File: config.mk
export PLATFORM = sky130hd
export DESIGN_NAME = io_mem_responder_flat
export DESIGN_NICKNAME = d
export VERILOG_FILES = /design/src/rtl/io_mem_responder_if.sv /design/src/rtl/io_mem_responder.sv /design/src/flat_wrapper.sv
export SDC_FILE = /design/constraint.sdc
export NUM_CORES = 1
export LEC_CHECK = 0
export CORE_MARGIN = 3
export CORE_UTILIZATION = 44
export CTS_BUF_LIST = sky130_fd_sc_hd__clkbuf_4 sky130_fd_sc_hd__clkbuf_8 sky130_fd_sc_hd__clkbuf_16
export CTS_CLUSTER_DIAMETER = 150
export DETAILED_ROUTE_END_ITERATION = 6
export MAX_ROUTING_LAYER = met4
export PLACE_DENSITY_LB_ADDON = 0.25
export SLEW_MARGIN = 10
export SYNTH_ARGS = -nofsm -noshare
export SYNTH_HDL_FRONTEND = slang
export SYNTH_SLANG_ARGS = --single-unit
File: constraint.sdc
create_clock -name clk -period 4.27 [get_ports clk]
set_clock_uncertainty 0.05 [all_clocks]
set_input_delay 1.281 -clock clk [delete_from_list [all_inputs] [get_ports clk]]
set_output_delay 1.281 -clock clk [all_outputs]
set_load 0.02 [all_outputs]
File: src/rtl/io_mem_responder_if.sv
// Core data-side bus and UART byte links of the I/O responder.
// The responder attaches through the slave modport; the core/UART side uses master.
interface io_mem_responder_if;
  logic [31:0] mem_adr;
  logic [31:0] mem_wdata;
  logic [3:0]  wea;
  logic        rd_en;
  logic        instr_stop;
  logic [31:0] io_rdata;
  logic        io_sel_q;
  logic [7:0]  tx_data;
  logic        tx_valid;
  logic        tx_ready;
  logic [7:0]  rx_data;
  logic        rx_valid;
  logic        rx_ready;

  modport master (
    output mem_adr, mem_wdata, wea, rd_en, instr_stop, tx_ready, rx_data, rx_valid,
    input  io_rdata, io_sel_q, tx_data, tx_valid, rx_ready
  );

  modport slave (
    input  mem_adr, mem_wdata, wea, rd_en, instr_stop, tx_ready, rx_data, rx_valid,
    output io_rdata, io_sel_q, tx_data, tx_valid, rx_ready
  );
endinterface

File: src/rtl/io_mem_responder.sv
// Memory-mapped I/O responder: UART TX FIFO, RX holding register, cycle/instret counters.
// Define IO_COUNTERS_EN to build the counters at 0x10/0x14 and the 0x18 clear.
module io_mem_responder #(
  parameter logic [31:0] IO_BASE       = 32'h8000_0000,
  parameter int unsigned TX_FIFO_DEPTH = 4
) (
  input  logic               clk,
  input  logic               reset_n,
  io_mem_responder_if.slave  bus
);

  localparam int unsigned AW = $clog2(TX_FIFO_DEPTH);
  localparam int unsigned CW = AW + 1;
  localparam logic [CW-1:0] DEPTH_C = CW'(TX_FIFO_DEPTH);

  localparam logic [7:0] OFF_STATUS = 8'h00;
  localparam logic [7:0] OFF_RXDATA = 8'h04;
  localparam logic [7:0] OFF_TXDATA = 8'h08;
  localparam logic [7:0] OFF_CYCLE  = 8'h10;
  localparam logic [7:0] OFF_INSTR  = 8'h14;
  localparam logic [7:0] OFF_CNTCLR = 8'h18;

  logic [7:0]    r_mem [TX_FIFO_DEPTH];
  logic [AW-1:0] r_rptr;
  logic [AW-1:0] r_wptr;
  logic [CW-1:0] r_count;
  logic          r_rx_full;
  logic [7:0]    r_rx_byte;
  logic [31:0]   r_rdata;
  logic          r_sel_q;

  logic          w_hit;
  logic          w_wr;
  logic [7:0]    w_off;
  logic          w_tx_valid;
  logic          w_not_full;
  logic          w_pop;
  logic          w_push;
  logic          w_rx_pop;
  logic          w_rx_cap;
  logic [31:0]   w_rdmux;
  logic [31:0]   w_cyc;
  logic [31:0]   w_ins;

  assign w_hit      = (bus.mem_adr[31:28] == IO_BASE[31:28]);
  assign w_wr       = |bus.wea;
  assign w_off      = bus.mem_adr[7:0];
  assign w_tx_valid = (r_count != '0);
  assign w_not_full = (r_count < DEPTH_C);
  assign w_pop      = w_tx_valid & bus.tx_ready;
  // A full FIFO still takes a push when the head leaves in the same cycle.
  assign w_push     = w_hit & w_wr & (w_off == OFF_TXDATA) & (w_not_full | w_pop);
  assign w_rx_pop   = w_hit & bus.rd_en & (w_off == OFF_RXDATA) & r_rx_full;
  assign w_rx_cap   = bus.rx_valid & ~r_rx_full;

  // TX FIFO storage and pointers; storage is cleared so tx_data is 0 out of reset.
  always_ff @(posedge clk or negedge reset_n) begin
    if (!reset_n) begin
      for (int unsigned i = 0; i < TX_FIFO_DEPTH; i++) begin
        r_mem[i] <= '0;
      end
      r_rptr  <= '0;
      r_wptr  <= '0;
      r_count <= '0;
    end else begin
      if (w_push) begin
        r_mem[r_wptr] <= bus.mem_wdata[7:0];
        r_wptr        <= r_wptr + AW'(1);
      end
      if (w_pop) begin
        r_rptr <= r_rptr + AW'(1);
      end
      case ({w_push, w_pop})
        2'b10:   r_count <= r_count + CW'(1);
        2'b01:   r_count <= r_count - CW'(1);
        default: r_count <= r_count;
      endcase
    end
  end

  // RX holding register; capture and CPU pop are mutually exclusive by construction.
  always_ff @(posedge clk or negedge reset_n) begin
    if (!reset_n) begin
      r_rx_full <= 1'b0;
      r_rx_byte <= '0;
    end else if (w_rx_pop) begin
      r_rx_full <= 1'b0;
    end else if (w_rx_cap) begin
      r_rx_full <= 1'b1;
      r_rx_byte <= bus.rx_data;
    end
  end

`ifdef IO_COUNTERS_EN
  logic [31:0] r_cyc;
  logic [31:0] r_ins;
  logic        w_cnt_clr;

  assign w_cnt_clr = w_hit & w_wr & (w_off == OFF_CNTCLR);

  always_ff @(posedge clk or negedge reset_n) begin
    if (!reset_n) begin
      r_cyc <= '0;
      r_ins <= '0;
    end else if (w_cnt_clr) begin
      r_cyc <= '0;
      r_ins <= '0;
    end else begin
      r_cyc <= r_cyc + 32'd1;
      if (!bus.instr_stop) begin
        r_ins <= r_ins + 32'd1;
      end
    end
  end

  assign w_cyc = r_cyc;
  assign w_ins = r_ins;
`else
  logic w_unused_cnt;
  assign w_unused_cnt = bus.instr_stop;
  assign w_cyc        = '0;
  assign w_ins        = '0;
`endif

  always_comb begin
    w_rdmux = '0;
    if (w_hit) begin
      case (w_off)
        OFF_STATUS: w_rdmux = {30'd0, r_rx_full, w_not_full};
        OFF_RXDATA: w_rdmux = {24'd0, r_rx_byte};
        OFF_CYCLE:  w_rdmux = w_cyc;
        OFF_INSTR:  w_rdmux = w_ins;
        default:    w_rdmux = '0;
      endcase
    end
  end

  always_ff @(posedge clk or negedge reset_n) begin
    if (!reset_n) begin
      r_rdata <= '0;
      r_sel_q <= 1'b0;
    end else begin
      r_rdata <= w_rdmux;
      r_sel_q <= w_hit;
    end
  end

  logic w_unused;
  assign w_unused = ^{bus.mem_adr[27:8], bus.mem_wdata[31:8]};

  assign bus.io_rdata = r_rdata;
  assign bus.io_sel_q = r_sel_q;
  assign bus.tx_data  = r_mem[r_rptr];
  assign bus.tx_valid = w_tx_valid;
  assign bus.rx_ready = ~r_rx_full;

endmodule

File: src/flat_wrapper.sv
// flat-port wrapper written by rule: the top's interface ports become plain ports
module io_mem_responder_flat 
#(
  parameter logic [31:0] IO_BASE       = 32'h8000_0000,
  parameter int unsigned TX_FIFO_DEPTH = 4
)
  (clk, reset_n, bus_mem_adr, bus_mem_wdata, bus_wea, bus_rd_en, bus_instr_stop, bus_tx_ready, bus_rx_data, bus_rx_valid, bus_io_rdata, bus_io_sel_q, bus_tx_data, bus_tx_valid, bus_rx_ready);
  io_mem_responder_if bus_i ();
  input  logic clk;
  input  logic reset_n;
  input wire logic [$bits(bus_i.mem_adr)-1:0] bus_mem_adr;
  input wire logic [$bits(bus_i.mem_wdata)-1:0] bus_mem_wdata;
  input wire logic [$bits(bus_i.wea)-1:0] bus_wea;
  input wire logic [$bits(bus_i.rd_en)-1:0] bus_rd_en;
  input wire logic [$bits(bus_i.instr_stop)-1:0] bus_instr_stop;
  input wire logic [$bits(bus_i.tx_ready)-1:0] bus_tx_ready;
  input wire logic [$bits(bus_i.rx_data)-1:0] bus_rx_data;
  input wire logic [$bits(bus_i.rx_valid)-1:0] bus_rx_valid;
  output wire logic [$bits(bus_i.io_rdata)-1:0] bus_io_rdata;
  output wire logic [$bits(bus_i.io_sel_q)-1:0] bus_io_sel_q;
  output wire logic [$bits(bus_i.tx_data)-1:0] bus_tx_data;
  output wire logic [$bits(bus_i.tx_valid)-1:0] bus_tx_valid;
  output wire logic [$bits(bus_i.rx_ready)-1:0] bus_rx_ready;
  assign bus_i.mem_adr = bus_mem_adr;
  assign bus_i.mem_wdata = bus_mem_wdata;
  assign bus_i.wea = bus_wea;
  assign bus_i.rd_en = bus_rd_en;
  assign bus_i.instr_stop = bus_instr_stop;
  assign bus_i.tx_ready = bus_tx_ready;
  assign bus_i.rx_data = bus_rx_data;
  assign bus_i.rx_valid = bus_rx_valid;
  assign bus_io_rdata = bus_i.io_rdata;
  assign bus_io_sel_q = bus_i.io_sel_q;
  assign bus_tx_data = bus_i.tx_data;
  assign bus_tx_valid = bus_i.tx_valid;
  assign bus_rx_ready = bus_i.rx_ready;
  io_mem_responder #(.IO_BASE(IO_BASE), .TX_FIFO_DEPTH(TX_FIFO_DEPTH)) u_core (.clk(clk), .reset_n(reset_n), .bus(bus_i));
endmodule
==> results of run 1 <==
per-layer routing:
metal | global-route usage | vias to the layer above
li1 | - | 738
met1 | 0.1762 | 765
met2 | 0.2532 | 44
met3 | 0.03850 | 6
met4 | 0.07895 | 0
met5 | - | -
state kept, by name, summed over array words and instances (netlist names):
signal	cells
u_core.bus.io_sel_q	1
u_core.r_mem	32
u_core.r_rx_full	1
u_core.r_wptr	2
u_core.r_rptr	2
u_core.bus.io_rdata	8
u_core.r_rx_byte	8
u_core.r_count	3
how the worst max path moves through the flow:
stage	endpoint	cells after the start
5_1_grt	bus_tx_data[2]	2
6_report	bus_tx_data[4]	2
4_1_cts	bus_tx_data[4]	2
3_5_place_dp	u_core.r_count[2]	10
2_1_floorplan	u_core.r_count[2]	9
3_3_place_gp	u_core.r_count[2]	10
metrics by stage:
| stage | instance area, sq um | worst slack, ps | hold slack [ps] |
|---|---|---|---|
| after global placement | 3223 | 573.0 | 409.3 |
| after detailed placement | 3223 | 535.9 | 415.5 |
| after floorplan | 2770 | 1194 | 399.4 |
| final | 3392 | 767.7 | 425.0 |
| after CTS | 3392 | 686.1 | 430.4 |
| after global routing | 3392 | 600.5 | 453.5 |
cells in the mapped netlist:
library cell,number
a21oi_1,1
a41oi_1,1
and2_1,7
and4_1,1
buf_1,1
buf_2,2
buf_4,24
clkbuf_1,1
conb_1,1
dfrtp_1,57
fa_1,1
ha_1,5
inv_1,6
mux2_2,41
mux2i_1,2
mux4_2,8
nand2_1,2
nand3_2,4
nand4_1,1
nor2_1,7
nor2b_1,2
nor3_1,2
nor3b_1,1
nor4_1,1
nor4b_4,2
or3_1,1
xnor2_1,3
xor2_1,3
where the power goes:
part	internal, uW	switching (uW)
clock network	233	195
registers	575	63.3
logic	116	90.3
cell families after synthesis:
family	share of synthesized area
flip-flops	0.5315
AO/OA/AOI/OAI	0.005127
multiplexers	0.2466
adder cells (fa/ha/maj)	0.03077
other	0.001397
AND/OR/NAND/NOR	0.08299
buffers and inverters	0.08205
XOR/XNOR	0.01958
area by class of cell:
| class | count | share of cell area |
|---|---|---|
| inverters | 6 | 0.006640 |
| flip-flops and latches | 57 | 0.4205 |
| multi-input cells | 120 | 0.3312 |
| clock inverters | 3 | 0.005164 |
| clock buffers | 11 | 0.04463 |
| repair buffers | 57 | 0.1653 |
| well taps | 72 | 0.02656 |
worst max-delay path, cell delays in order (launching register included):
cell and delay (ps):
dfrtp_1 720, mux4_2 590, clkdlybuf4s50_1 550
==> impl_summary.txt, run 1 <==
----------------------------------------------------
[Run status]
  Outcome ... completed

[Clock network]
  Max clock buf depth ... 2
  Count of cells resized by post-cts repair ... 0
  CTS H-tree depth ... 3
  Number of setup buffers added after CTS ... 0
  Source-to-sink clock delay at the later pin of the worst-skew pair ... 320 ps
  Hold-fix buffers, CTS ... 0
  Sink count of the clock tree ... 57
  Root buf cell ... clkbuf_8
  CTS tree ... yes
  Clock-pin slew of the registers on the worst-case setup and hold paths ... 60 ps
  CTS buffer count ... 9

[Final layout]
  Antenna cell count ... 0
  Area growth, synth to finish ... 26.39%
  Sequential cell area in the final layout ... 1426 sq um
  Area used by multi-input combinational logic ... 1124 sq um
  Highest-count cells in the layout ignoring fill and taps ... dfrtp_1 (57), clkdlybuf4s50_1 (54), mux2_2 (41)
  Share of the core filled with cells in the final layout ... 0.5941
  Share of cells above drive strength 1 ... 0.2835
  Fill cell instance count of the final layout ... 471
  Number of cells in the finished layout apart from fillers ... 326
  Number of nets at the end of the flow ... 339
  Most frequent standard cell in the layout excluding fill and tap cells ... dfrtp_1

[Critical path]
  Critical Path Source Type ... flop
  Worst Setup SP ... u_core.r_rptr[0]
  Maximum fanout along the worst path ... 10
  Crit Path Category ... flop to primary output
  Required time reported for the critical path endpoint ... 2940 ps
  Reg2Reg Setup Slack ... 2020 ps
  CP Data Arrival Time ... 2170 ps
  Nature of the critical path endpoint ... primary output
  Worst r2r src ... u_core.r_count[2]
  FF-to-FF path depth ... 9
  Worst R2R End ... u_core.r_count[2]

[Detailed routing]
  Uppermost layer routed ... met4
  Number of remaining DRC errors ... 0
  Met3 routed wirelength ... 218 um
  WL met1 ... 1973 um
  Antenna-violating nets left ... 0
  Length of routed met2 wiring ... 2522 um
  Detailed Routing Iterations Pass 1 ... 4
  Vias post-DR ... 1553
  Total wire length ... 4800 um
  Wire per inst ... 14.72 um
  Via density per instance ... 4.764
  Number of design-rule violations left by the first detailed-router iteration ... 73

[STA]
  Peak clock frequency supported by timing ... 285.5 MHz
  Minimum period implied by the final worst setup slack ... 3502 ps
  Final max-slew violation count ... 0
  RSZ-0062 raised after global routing ... false
  Period utilisation layout ... 0.8202
  Worst slew slack as a fraction of its limit ... 0.5103
  Transition at the pin with the smallest max-transition slack ... 734.6 ps
  Hold Vio Cnt, Final ... 0
  Final setup violating endpoints ... 0
  Total negative slack for setup checks ... 0 ps

[Synthesis]
  Area fraction of the dominant cell type after synthesis ... 0.5315
  Cell area after synthesis ... 2684 sq um
  Synth Warn # ... 0
  Cell type with the largest total area after synthesis ... dfrtp_1
  Mapped Cells ... 188
  Number of library cell types mapped by synthesis ... 28
  Mean post-synth cell area ... 14.28 sq um
  Sequential element share of the synthesized area ... 0.5315
  Post-synthesis sequential element count ... 57
  Dominant cells by area after synthesis ... dfrtp_1 (53%), mux2_2 (17%), buf_4 (6.7%)

[Global route]
  Number of antenna violations at the first check in global routing ... 0
  Final global-route overflow total ... 0
  Vias in the first global route ... 1611
  Overall track demand over capacity in global routing ... 0.1550
  Maximum number of pins on one net before global-route repair ... 35
  First-pass GRT wire length ... 8017 um

[Job]
  Max-cap check violation count ... 0

[Floorplan]
  Die extent in x ... 84.10 um
  Total Die Area ... 7073 sq um
  Initial Util ... 0.4701
  Row cnt ... 27
  Height of the die ... 84.10 um
  Count of pins on the block boundary ... 125
  Core Footprint ... 5709 sq um

[Power]
  Post-layout total power ... 1274 uW
  Leakage Power ... 0.001603 uW
  Power per cell area ... 375.5 nW/um^2
  Largest vdd supply drop ... 201.7 uV

[Placement]
  Routability Congestion ... 0.7130
  Port bufs ... 55
  HPWL after detailed placement ... 3550 um
  Cell count after placement ... 312

[Worst hold path]
  Worst Min Path Start ... u_core.r_rx_byte[7]
  Class of the tightest hold or removal check ... flop to flop
  End of the worst hold path ... u_core.bus.io_rdata[7]
  Cell count of the worst hold path ... 1

----------------------------------------------------
Note: power is estimated with default switching activity, not from simulation.
==> run 2: changes to the inputs <==
--- a/config.mk
+++ b/config.mk
@@ -6,7 +6,7 @@
 export NUM_CORES = 1
 export LEC_CHECK = 0
 export CORE_MARGIN = 3
-export CORE_UTILIZATION = 44
+export CORE_UTILIZATION = 41
 export CTS_BUF_LIST = sky130_fd_sc_hd__clkbuf_4 sky130_fd_sc_hd__clkbuf_8 sky130_fd_sc_hd__clkbuf_16
 export CTS_CLUSTER_DIAMETER = 150
 export DETAILED_ROUTE_END_ITERATION = 6
==> constraint.sdc (replaced) <==
create_clock -name clk -period 3.55 [get_ports clk]
set_clock_uncertainty 0.05 [all_clocks]
set_input_delay 1.065 -clock clk [delete_from_list [all_inputs] [get_ports clk]]
set_output_delay 1.065 -clock clk [all_outputs]
set_load 0.02 [all_outputs]
==> impl_summary.txt, run 2 (same netlist as run 1, synthesis figures left out) <==
----------------------------------------------------
[Critical path]
  CP Data Arrival Time ... 2140 ps
  FF-to-FF path depth ... 9
  Nature of the critical path endpoint ... primary output
  Reg2Reg Setup Slack ... 1310 ps
  Worst r2r src ... u_core.r_count[2]
  Maximum fanout along the worst path ... 9
  Worst R2R End ... u_core.r_count[2]
  Critical Path Source Type ... flop
  Worst Setup SP ... u_core.r_rptr[0]
  Crit Path Category ... flop to primary output
  Critical path destination ... bus_tx_data[7]
  Required time reported for the critical path endpoint ... 2430 ps

[Clock network]
  Max clock buf depth ... 2
  Sink count of the clock tree ... 57
  Count of cells resized by post-cts repair ... 0
  Clock-pin slew of the registers on the worst-case setup and hold paths ... 60 ps
  Hold-fix buffers, CTS ... 0
  CTS buffer count ... 9
  Number of setup buffers added after CTS ... 0
  Source-to-sink clock delay at the later pin of the worst-skew pair ... 320 ps
  CTS tree ... yes
  Root buf cell ... clkbuf_8
  CTS H-tree depth ... 3

[Floorplan]
  Core Footprint ... 6131 sq um
  Row cnt ... 28
  Total Die Area ... 7552 sq um
  Initial Util ... 0.4378
  Height of the die ... 86.91 um
  Count of pins on the block boundary ... 125
  Die extent in x ... 86.91 um

[STA]
  Worst slew slack as a fraction of its limit ... 0.5353
  Total negative slack for setup checks ... 0 ps
  RSZ-0062 raised after global routing ... false
  Minimum period implied by the final worst setup slack ... 3251 ps
  Period utilisation layout ... 0.9159
  Peak clock frequency supported by timing ... 307.6 MHz
  Transition at the pin with the smallest max-transition slack ... 697.0 ps
  Hold Vio Cnt, Final ... 0
  Final max-slew violation count ... 0
  Final setup violating endpoints ... 0

[Power]
  Leakage Power ... 0.001645 uW
  Post-layout total power ... 1626 uW
  Power per cell area ... 470.3 nW/um^2
  Largest vdd supply drop ... 231.4 uV

[Final layout]
  Register name with the most flops ... u_core.r_mem
  Sequential cell area in the final layout ... 1426 sq um
  Fill cell instance count of the final layout ... 505
  Antenna cell count ... 0
  Share of cells above drive strength 1 ... 0.3000
  Highest-count cells in the layout ignoring fill and taps ... dfrtp_1 (57), clkdlybuf4s50_1 (54), mux2_2 (41)
  Share of the core filled with cells in the final layout ... 0.5639
  Area growth, synth to finish ... 28.81%
  Number of cells in the finished layout apart from fillers ... 335
  Number of nets at the end of the flow ... 343
  Largest register FFs ... 32
  Most frequent standard cell in the layout excluding fill and tap cells ... dfrtp_1
  Area used by multi-input combinational logic ... 1124 sq um

[Detailed routing]
  Via density per instance ... 4.791
  Total wire length ... 4827 um
  Wire per inst ... 14.41 um
  Vias post-DR ... 1605
  Number of remaining DRC errors ... 0
  Number of design-rule violations left by the first detailed-router iteration ... 68
  Detailed Routing Iterations Pass 1 ... 3
  Antenna-violating nets left ... 0

[Global route]
  First-pass GRT wire length ... 7866 um
  Final global-route overflow total ... 0
  Overall track demand over capacity in global routing ... 0.1421
  Maximum number of pins on one net before global-route repair ... 58
  Met2 global-route usage ... 0.2277
  Met1 track utilization from global routing ... 0.1787
  Number of antenna violations at the first check in global routing ... 0
  Layer with the highest usage after global routing ... met2
  GRT met3 Usage ... 0.01514
  Vias in the first global route ... 1619

[Job]
  Max-cap check violation count ... 0

[Placement]
  Cell count after placement ... 319
  Routability Congestion ... 0.7670
  Port bufs ... 55
  HPWL after detailed placement ... 3529 um

[Worst hold path]
  Class of the tightest hold or removal check ... flop to flop

[Run status]
  Outcome ... completed

----------------------------------------------------
-- run 2: cell type report --
cell class	count	area share
clock buffer	13	0.04633
clock inverter	3	0.01158
inverter	6	0.006515
multi-input combinational	120	0.3250
sequential	57	0.4126
tap	75	0.02714
timing repair buffer	61	0.1708
-- run 2: worst max-delay path, stage by stage, from the launching register on --
cell and delay, ps:
dfrtp_1 690, mux4_2 570, clkdlybuf4s50_1 560
-- run 2: worst min path at each step --
stage | startpoint | endpoint | slack (ps) | cells after the start
2_1_floorplan | u_core.r_rx_byte[2] | u_core.bus.io_rdata[2] | 400 | 1
3_3_place_gp | u_core.r_rx_byte[5] | u_core.bus.io_rdata[5] | 410 | 1
3_5_place_dp | u_core.r_rx_byte[3] | u_core.bus.io_rdata[3] | 410 | 1
4_1_cts | u_core.r_rx_byte[3] | u_core.bus.io_rdata[3] | 420 | 1
5_1_grt | u_core.r_rx_byte[2] | u_core.bus.io_rdata[2] | 460 | 1
6_report | u_core.r_rx_byte[3] | u_core.bus.io_rdata[3] | 420 | 1
-- run 2: power breakdown --
part | internal (uW) | switching [uW]
combinational | 147 | 112
sequential | 692 | 73.9
clock | 365 | 236
-- run 2: layer usage --
metal | up-vias | wire length, um
li1 | 744 | -
met1 | 815 | 2032
met2 | 40 | 2529
met3 | 6 | 177
met4 | 0 | 87
met5 | - | 0
-- run 2: per-stage QoR --
step / hold WS [ps] / area [sq um] / worst slack [ps]
CTS: 422.4 / 3457 / 233.7
detailed placement: 413.3 / 3257 / 170.9
global route: 458.7 / 3457 / 162.9
finish: 419.4 / 3457 / 298.5
global placement: 409.1 / 3257 / 165.1
floorplan: 399.4 / 2770 / 689.7
